## config.mk

```make
export PLATFORM = sky130hd
export DESIGN_NAME = free_list
export DESIGN_NICKNAME = d
export VERILOG_FILES = /design/src/rtl/free_list.sv
export SDC_FILE = /design/constraint.sdc
export NUM_CORES = 1
export LEC_CHECK = 0
export ABC_AREA = 1
export CAP_MARGIN = 25
export CORE_UTILIZATION = 45
export CTS_CLUSTER_SIZE = 28
export DETAILED_ROUTE_END_ITERATION = 12
export DONT_BUFFER_PORTS = 1
export SLEW_MARGIN = 20
export SYNTH_ARGS = -nofsm -noshare
export SYNTH_HDL_FRONTEND = slang
export SYNTH_SLANG_ARGS = --single-unit
```

## constraint.sdc

```tcl
create_clock -name clock -period 10.1 [get_ports clock]
set_input_delay 1.515 -clock clock [delete_from_list [all_inputs] [get_ports clock]]
set_output_delay 1.515 -clock clock [all_outputs]
set_load 0.05 [all_outputs]
```

## src/rtl/free_list.sv

```systemverilog
// Physical-register free list: a circular FIFO of free tags.
// Dispatch allocates from the head and retire returns tags at the tail.
module free_list #(
  parameter int PHYS_REG_SZ = 64,
  parameter int ARCH_REG_SZ = 32
) (
  input  logic                                       clock,
  input  logic                                       reset,
  input  logic                                       alloc_en,
  output logic [$clog2(PHYS_REG_SZ)-1:0]             alloc_tag,
  output logic                                       alloc_valid,
  input  logic                                       free_en,
  input  logic [$clog2(PHYS_REG_SZ)-1:0]             free_tag,
  output logic [$clog2(PHYS_REG_SZ-ARCH_REG_SZ):0]   free_count,
  output logic                                       overflow_err
);

  localparam int N     = PHYS_REG_SZ - ARCH_REG_SZ;
  localparam int TAG_W = $clog2(PHYS_REG_SZ);
  localparam int PTR_W = $clog2(N);
  localparam int CNT_W = PTR_W + 1;

  localparam logic [CNT_W-1:0] CNT_FULL  = CNT_W'(N);
  localparam logic [CNT_W-1:0] CNT_EMPTY = {CNT_W{1'b0}};
  localparam logic [CNT_W-1:0] CNT_ONE   = CNT_W'(1);
  localparam logic [PTR_W-1:0] PTR_LAST  = PTR_W'(N - 1);
  localparam logic [PTR_W-1:0] PTR_ZERO  = {PTR_W{1'b0}};
  localparam logic [PTR_W-1:0] PTR_ONE   = PTR_W'(1);

  // Explicit wrap so the pointer stays correct even if N were not a power of two.
  function automatic logic [PTR_W-1:0] ptr_inc(input logic [PTR_W-1:0] p);
    logic [PTR_W-1:0] r;
    if (p == PTR_LAST) begin
      r = PTR_ZERO;
    end else begin
      r = p + PTR_ONE;
    end
    return r;
  endfunction

  logic [TAG_W-1:0] entry_q [N];
  logic [TAG_W-1:0] entry_d [N];
  logic [PTR_W-1:0] head_q, head_d;
  logic [PTR_W-1:0] tail_q, tail_d;
  logic [CNT_W-1:0] count_q, count_d;
  logic             overflow_q, overflow_d;

  logic             alloc_ok_s;
  logic             free_ok_s;

  // Acceptance: a full list can still take a free when an allocation vacates a slot.
  always_comb begin
    alloc_ok_s = 1'b0;
    free_ok_s  = 1'b0;
    if (alloc_en && (count_q != CNT_EMPTY)) begin
      alloc_ok_s = 1'b1;
    end else begin
      alloc_ok_s = 1'b0;
    end
    if (free_en && ((count_q != CNT_FULL) || alloc_ok_s)) begin
      free_ok_s = 1'b1;
    end else begin
      free_ok_s = 1'b0;
    end
  end

  // Next-state for pointers, storage, count and the sticky overflow flag.
  always_comb begin
    entry_d    = entry_q;
    head_d     = head_q;
    tail_d     = tail_q;
    count_d    = count_q;
    overflow_d = overflow_q;

    if (alloc_ok_s) begin
      head_d = ptr_inc(head_q);
    end else begin
      head_d = head_q;
    end

    if (free_ok_s) begin
      entry_d[tail_q] = free_tag;
      tail_d          = ptr_inc(tail_q);
    end else begin
      tail_d = tail_q;
    end

    case ({free_ok_s, alloc_ok_s})
      2'b10:   count_d = count_q + CNT_ONE;
      2'b01:   count_d = count_q - CNT_ONE;
      default: count_d = count_q;
    endcase

    if (free_en && !free_ok_s) begin
      overflow_d = 1'b1;
    end else begin
      overflow_d = overflow_q;
    end
  end

  // State registers; reset refills the list with the tags above the architectural range.
  always_ff @(posedge clock or posedge reset) begin
    if (reset) begin
      for (int i = 0; i < N; i++) begin
        entry_q[i] <= TAG_W'(ARCH_REG_SZ + i);
      end
      head_q     <= PTR_ZERO;
      tail_q     <= PTR_ZERO;
      count_q    <= CNT_FULL;
      overflow_q <= 1'b0;
    end else begin
      entry_q    <= entry_d;
      head_q     <= head_d;
      tail_q     <= tail_d;
      count_q    <= count_d;
      overflow_q <= overflow_d;
    end
  end

  assign alloc_tag    = entry_q[head_q];
  assign alloc_valid  = (count_q != CNT_EMPTY);
  assign free_count   = count_q;
  assign overflow_err = overflow_q;

endmodule

```

==> results of run 1 <==
-- registers in the layout (all words and copies together) (netlist names) --
signal	cells
entry_q	192
free_count	6
head_q	5
overflow_err	1
tail_q	5
-- through the flow --
stage | worst slack [ps] | area [sq um] | hold slack, ps | std cells | power (mW)
after floorplan | 3060 | 11800 | 434 | 1497 | 2.67
after global placement | 6010 | 11500 | 448 | 1740 | 3.00
after detailed placement | 5980 | 11500 | 453 | 1740 | 3.02
after CTS | 5420 | 12300 | 463 | 1786 | 3.91
after global routing | 5190 | 12400 | 472 | 1788 | 4.19
final | 5410 | 12400 | 461 | 1788 | 3.90
-- cell usage in the layout, fill, tap and decap left out, types with 2 or more instances in the layout --
master | synthesis | final
clkbuf_1 | 16 | 10
nand2_1 | 402 | 402
clkinv_1 | 2 | 2
nor2_1 | 148 | 148
clkinv_2 | 1 | 4
dfstp_2 | 113 | 113
clkbuf_8 | 0 | 3
ha_1 | 12 | 12
clkbuf_16 | 0 | 26
xor2_1 | 2 | 2
nand2_4 | 30 | 30
dfrtp_1 | 96 | 95
inv_1 | 165 | 164
inv_6 | 0 | 2
buf_4 | 6 | 5
nor2_2 | 53 | 53
o21ai_0 | 12 | 12
nand3_1 | 177 | 177
xnor2_1 | 2 | 2
inv_2 | 2 | 2
or2_2 | 24 | 24
a21oi_1 | 99 | 99
buf_12 | 2 | 2
a21oi_2 | 56 | 56
nand2_2 | 2 | 2
-- path summary, 6_finish.rpt --
kind                               start            end  slack [ps]  cells after the start
setup / recovery               head_q[0]   alloc_tag[4]        5410                     10
hold / removal               entry_q[94]    entry_q[94]         460                      2
setup reg to reg           free_count[1]  free_count[4]        6540                     11
hold reg to reg              entry_q[94]    entry_q[94]         460                      2
max in group asynchronous          reset   entry_q[127]        7730                      3
min in group asynchronous          reset  free_count[1]         970                      1
-- cells by family after synthesis --
logic type                 after synthesis  share of synthesized area [%]
xor gates and xnor gates                 4                          0.298
buffers and inverters                  263                           11.2
adders and majority gates               13                           1.45
AOI/OAI and AO/OA                      169                           9.01
DFF                                    209                           45.7
and+or+nand+nor                        839                           32.4
-- power by group --
group	leakage [nW]	switching [mW]	internal, mW
Combinational	3.81	1.04	0.473
Clock	0.389	0.358	0.523
Sequential	2.24	0.234	1.27
-- routing by layer --
layer  up-vias  GRT usage [%]  share of wire [%]
met4         0           4.97                1.4
met2       226           36.3                 44
met3        31           3.05                5.3
met1      4345           34.5                 49
met5         -              0                  0
li1       4520              -                  -
-- worst max-delay path, cell delays in order (launching register included) --
cell	delay [ps]
dfrtp_4	680
inv_2	270
buf_4	580
nand2_1	100
nand2_1	80
nand2_1	50
nand2_1	100
nand2_1	60
nand3_1	140
nand3_1	90
nand2_1	420
-- area by class of cell --
type	count	area (sq um)	share of cell area [%]
flip-flops and latches	209	5380	43.4
clock buffers	39	729	5.89
clock inverters	7	70.1	0.566
well taps	330	413	3.33
inverters	171	653	5.27
multi-input cells	1025	5070	40.9
repair buffers	7	77.6	0.626
==> results.toml, run 1 <==
[outcome]
status = "complete, no violations"

[floorplanning]
die_y_um = 164
die_w_um = 164
ios = 24
num_rows = 58
core_area_sq_um = 25400
initial_core_util_pct = 46.3
dieArea_sq_um = 26800

[finish]
final_core_util_pct = 48.8
fill_cells = 2524
final_net_count = 1462
drive_gt1_share_pct = 22.5
n_antenna_cell = 0
syn2layout_area_growth_pct = 5.34

[worst_setup_path]
cp-start-kind = "flip-flop"
end_kind = "primary output"
worstSetupPathType = "flip-flop to primary output"
required_ps = 8590
path_max_fanout = 59
arrival_ps = 3180

[sta]
rsz0062_at_grt = "no"
tightest_slew_ps = 1080
layout_min_cycle_time_ps = 4690
hold_viol = 0
setup_violations = 0
tns_ps = 0
finalMaxSlewViolations = 0
slew_headroom_pct = 27.7
fin_crit_sh_pct = 46.5
fin_skew_ps = 11.2
max_freq_mhz = 213

[clocking]
cts-hold-fix-buffers = 0
clockBufferDepth = 3
post_cts_buffers = 0
cts_buffers = 25
cts_sinks = 209
clk_pin_slew_ps = 60
htree_num_levels = 1
post_cts_resize_count = 0
clkLatencyLatePin_ps = 530
cts_tree = "yes"
cts_root_buf = "clkbuf_16"

[global_routing]
gr-total-overflow = 0
grt_pass1_vias = 8615
grt_max_degree = 136
grt_pass1_wl_um = 48400
grt.total_usage_pct = 23.3
antenna_found_initial = 0

[placed_design]
place.gp.congestion = 0.848
io_buffers = 0
hpwl_um = 18800

[synthesis]
yosys_register_bits = 209
syn_inst = 1497
synthArstFlopShare_pct = 100
synth.most_common_cell = "nand2_1"
synth_nets = 1520
yosys_warnings = 0
postSynthAreaPerCell_sq_um = 7.86
ys_seq_area_share_pct = 45.7
netlist_top_cells_count = "402 x nand2_1, 177 x nand3_1, 165 x inv_1, 148 x nor2_1, 113 x dfstp_2"
yosysTopAreaCell = "dfstp_2"
synthDistinctLibCells = 33
synth.top_cell.area_share_pct = 25.2
syn-cell-area_sq_um = 11800
synth_area_leaders = "dfstp_2 25%, dfrtp_1 20%, nand2_1 13%, nand3_1 7.5%, inv_1 5.3%"
synth_edf_count = 0
ys.flop_type = "dfstp_2"

[worst_hold_path]
min-delay-path-class = "flip-flop to flip-flop"

[run]
maxCapViolations = 0

[routing]
drtPass1Iterations = 5
num_vias = 9122
wl_um = 30000
wl_per_cell_um = 16.8
drc = 0
first_iter_violations = 798
ant_nets = 0
drt-vias-per-instance = 5.10

[power_and_ir_drop]
max-vdd-ir-drop_uv = 166
p_leak_nw = 6.45
p_per_area_nw_per_um2 = 315
Note: power is estimated with default switching activity, not from simulation.
==> run 2: changes to the inputs <==
==> constraint.sdc (replaced) <==
create_clock -name clock -period 4.25 [get_ports clock]
set_input_delay 0.6375 -clock clock [delete_from_list [all_inputs] [get_ports clock]]
set_output_delay 0.6375 -clock clock [all_outputs]
set_load 0.05 [all_outputs]
==> results.toml, run 2 (same netlist as run 1, synthesis figures left out) <==
[finish]
final_net_count = 1468
top_register = "entry_q"
final_core_util_pct = 48.9
layout_common_cells = "402 x nand2_1, 177 x nand3_1, 164 x inv_1"
drive_gt1_share_pct = 22.9
n_antenna_cell = 0
syn2layout_area_growth_pct = 5.56
largest_register_ffs = 192
final_common_cell = "nand2_1"

[sta]
fin_skew_ps = 19.8
slew_headroom_pct = 38.1
fin_ws_ps = 746
hold_viol = 0
setup_violations = 0
tns_ps = 0
finalMaxSlewViolations = 0
fin_crit_sh_pct = 82.4
layout_min_cycle_time_ps = 3500
max_freq_mhz = 285
rsz0062_at_grt = "no"
tightest_slew_ps = 927

[floorplanning]
die_y_um = 164
core_area_sq_um = 25400
dieArea_sq_um = 26800
num_rows = 58
die_w_um = 164
ios = 24
initial_core_util_pct = 46.3

[clocking]
post_cts_buffers = 0
clockBufferDepth = 3
cts_root_buf = "clkbuf_16"
clk_pin_slew_ps = 60
cts-hold-fix-buffers = 0
cts_buffers = 25
post_cts_resize_count = 0
cts_tree = "yes"
cts_sinks = 209
htree_num_levels = 1
clkLatencyLatePin_ps = 530

[worst_hold_path]
min-delay-path-class = "primary input to async pin"

[placed_design]
hpwl_um = 17900
io_buffers = 0
pre_cts_slack_ps = 991
place.gp.congestion = 0.844

[worst_setup_path]
end_kind = "primary output"
path_max_fanout = 49
arrival_ps = 2870
cp-start-kind = "flip-flop"
required_ps = 3610
worstSetupPathType = "flip-flop to primary output"

[power_and_ir_drop]
max-vdd-ir-drop_uv = 376
p_per_area_nw_per_um2 = 744
p_int_mw = 5.38
power_switching_mw = 3.86
p_seq_share_pct = 38.2
clkPwrFrac_pct = 22.2
comb_power_share_pct = 39.6
p_leak_nw = 6.47
p_sw_share_pct = 41.8

[global_routing]
grt_pass1_vias = 8701
gr-total-overflow = 0
antenna_found_initial = 0
grt_max_degree = 100
grt.total_usage_pct = 23.1
grt_pass1_wl_um = 48100

[run]
maxCapViolations = 0

[routing]
drtPass1Iterations = 5
ant_nets = 0
wl_per_cell_um = 16.3
num_vias = 8957
drt-vias-per-instance = 4.99
wl_um = 29200
drc = 0
first_iter_violations = 812

[outcome]
status = "complete, no violations"
run 2: stage by stage:
stage	power (mW)	instances	hold WS, ps	cell area [sq um]
floorplan	6.35	1497	434	11800
global placement	7.16	1748	447	11600
detailed placement	7.22	1748	450	11600
CTS	9.31	1794	72.6	12400
global route	9.92	1794	111	12400
finish	9.24	1794	66.2	12400
run 2: power by group through the flow:
stage          logic (mW)  clock network [mW]  registers, mW
2_1_floorplan        2.96                   0           3.39
3_3_place_gp         3.62                   0           3.54
3_5_place_dp         3.66                   0           3.56
4_1_cts              3.68                2.10           3.53
5_1_grt              4.12                2.18           3.62
6_report             3.66                2.05           3.53
run 2: critical path, stage by stage (launching register included):
cell	delay, ps
dfrtp_4	780
buf_4	430
or2_2	170
nand3_1	80
nand2_1	80
nand2_1	120
nand3_1	150
nand3_1	90
nand2_1	410
run 2: worst paths after layout:
check / slack, ps / start / depth (start not counted) / to
max in group asynchronous: 3100 / reset / 2 / entry_q[42]
setup / recovery: 750 / head_q[0] / 8 / alloc_tag[5]
setup reg to reg: 990 / free_count[0] / 11 / free_count[4]
min in group clock: 230 / free_tag[1] / 2 / entry_q[145]
hold reg to reg: 460 / entry_q[23] / 2 / entry_q[23]
hold / removal: 70 / reset / 1 / overflow_err
run 2: cell type report:
class / count / area, sq um
fill: 2565 / 13000
sequential: 209 / 5380
multi-input combinational: 1025 / 5070
clock buffer: 41 / 756
inverter: 171 / 649
tap: 330 / 413
timing repair buffer: 13 / 123
clock inverter: 5 / 28.8
run 2: routing by layer:
metal / wire, um / share of wire [%] / vias to the layer above / track usage [%]
met3: 1310 / 4.5 / 40 / 2.59
met5: 0 / 0 / - / 0.189
met2: 13500 / 46 / 164 / 37.2
li1: - / - / 4521 / -
met4: 611 / 2.1 / 0 / 5.64
met1: 13800 / 47 / 4232 / 32.9
==> run 3: changes to the inputs <==
==> constraint.sdc (replaced) <==
create_clock -name clock -period 3.5 [get_ports clock]
set_input_delay 0.525 -clock clock [delete_from_list [all_inputs] [get_ports clock]]
set_output_delay 0.525 -clock clock [all_outputs]
set_load 0.05 [all_outputs]
==> results.toml, run 3 (same netlist as run 1, synthesis figures left out) <==
[clocking]
cts_buffers = 25
clk_pin_slew_ps = 60
htree_num_levels = 1
cts_sinks = 209
clkLatencyLatePin_ps = 520
cts_tree = "yes"
clockBufferDepth = 3
post_cts_resize_count = 0
cts_root_buf = "clkbuf_16"

[global_routing]
grt.total_usage_pct = 23.0
grt_pass1_wl_um = 48500
grt_pass1_vias = 8956
antenna_found_initial = 0
grt_max_degree = 105
gr-total-overflow = 0

[worst_hold_path]
whs_endpoint = "entry_q[144]"
min-delay-path-class = "primary input to flip-flop"
min_from = "free_tag[0]"
hold-path-cell-count = 2

[run]
maxCapViolations = 0

[routing]
ant_nets = 0
drc = 0
wl_um = 29400
drtPass1Iterations = 7
first_iter_violations = 755
drt-vias-per-instance = 5.09
wl_per_cell_um = 16.3
num_vias = 9180

[sta]
tns_ps = 0
slew_headroom_pct = 41.9
fin_skew_ps = 9.43
rsz0062_at_grt = "no"
fin_crit_sh_pct = 93.8
layout_min_cycle_time_ps = 3280
tightest_slew_ps = 870
hold_viol = 0
max_freq_mhz = 305
setup_violations = 0
finalMaxSlewViolations = 0

[worst_setup_path]
arrival_ps = 2760
reg2reg_depth = 11
r2r_slack_ps = 650
end_kind = "primary output"
r2r_end = "free_count[4]"
worstSetupPathType = "flip-flop to primary output"
crit_start = "head_q[0]"
required_ps = 2970
path_max_fanout = 31
worstReg2RegStart = "free_count[1]"
cp-start-kind = "flip-flop"

[placed_design]
hpwl_um = 18200
io_buffers = 0
place.gp.congestion = 0.803
place_area_sq_um = 11800

[power_and_ir_drop]
clkPwrFrac_pct = 21.9
p_sw_share_pct = 40.7
p_seq_share_pct = 36.3
p_leak_nw = 6.56
p_per_area_nw_per_um2 = 928
max-vdd-ir-drop_uv = 919
p_int_mw = 6.94
comb_power_share_pct = 41.8
finalPower_mw = 11.7
power_switching_mw = 4.77

[finish]
largest_register_ffs = 192
fill_cells = 2494
n_antenna_cell = 0
final_common_cell = "nand2_1"
drive_gt1_share_pct = 23.2
syn2layout_area_growth_pct = 7.33
top_register = "entry_q"
final_net_count = 1477
design_area_sq_um = 12600
layout_common_cells = "402 x nand2_1, 177 x nand3_1, 164 x inv_1"

[floorplanning]
ios = 24
dieArea_sq_um = 26800
num_rows = 58
core_area_sq_um = 25400
initial_core_util_pct = 46.3
die_y_um = 164
die_w_um = 164

[outcome]
status = "complete, no violations"
## run 3: cell types whose count changed in the layout (fill, tap and decap cells not counted), sizes merged
cell / previous run / this run
buf: 13 / 21
bufinv: 0 / 1
clkbuf: 41 / 42
inv: 168 / 167
clkinv: 7 / 5
dlygate4sd3: 0 / 1
## run 3: cell type report
class	count	area, sq um	share of cell area [%]
timing repair buffer	22	305	2.42
tap	330	413	3.27
clock inverter	3	40.0	0.317
clock buffer	42	769	6.10
multi-input combinational	1025	5070	40.2
sequential	209	5380	42.6
inverter	171	649	5.14
## run 3: per-layer routing
metal  GRT usage, %  vias up  wire length, um
met1           32.8     4416            14000
met5              0        -                0
li1               -     4542                -
met3           2.64       26             1370
met4           4.55        0              336
met2           37.7      196            13700
## run 3: power groups by stage
stage          sequential [mW]  combinational [mW]  clock, mW
2_1_floorplan             4.12                3.60          0
3_3_place_gp              4.25                4.80          0
4_1_cts                   4.25                4.90       2.63
5_1_grt                   4.36                5.46       2.73
3_5_place_dp              4.29                4.88          0
6_report                  4.25                4.89       2.57
## run 3: worst max path at each step
| stage | endpoint | slack, ps | cells after the start |
|---|---|---|---|
| 3_3_place_gp | alloc_tag[2] | 770 | 10 |
| 3_5_place_dp | free_count[4] | 670 | 11 |
| 2_1_floorplan | entry_q[100] | 350 | 1 |
| 6_report | alloc_tag[3] | 220 | 10 |
| 5_1_grt | alloc_tag[2] | 40 | 10 |
| 4_1_cts | alloc_tag[3] | 230 | 10 |
## run 3: timing repair
item,4_1_cts,5_1_grt
endpoints found under the setup margin,0,0
hold buffers,1,0
buffers inserted,0,0
hold endpoints to repair,8,0
## run 3: critical path, cell delays in order (launching register included)
cell and delay (ps):
dfrtp_4 610, inv_2 420, buf_12 260, nand2_1 90, nand3_1 80, nand2_1 80, nand2_1 70, nand3_1 150
nand3_1 130, nand2_1 130, buf_12 180
## run 3: through the flow
| stage | std cells | hold slack (ps) | utilization [%] | setup WS [ps] |
|---|---|---|---|---|
| global route | 1802 | 120 | 49.7 | 41.3 |
| global placement | 1756 | 415 | 46.5 | 770 |
| detailed placement | 1756 | 416 | 46.5 | 675 |
| floorplan | 1497 | 434 | - | 353 |
| finish | 1802 | 132 | 49.7 | 217 |
| CTS | 1802 | 112 | 49.7 | 232 |
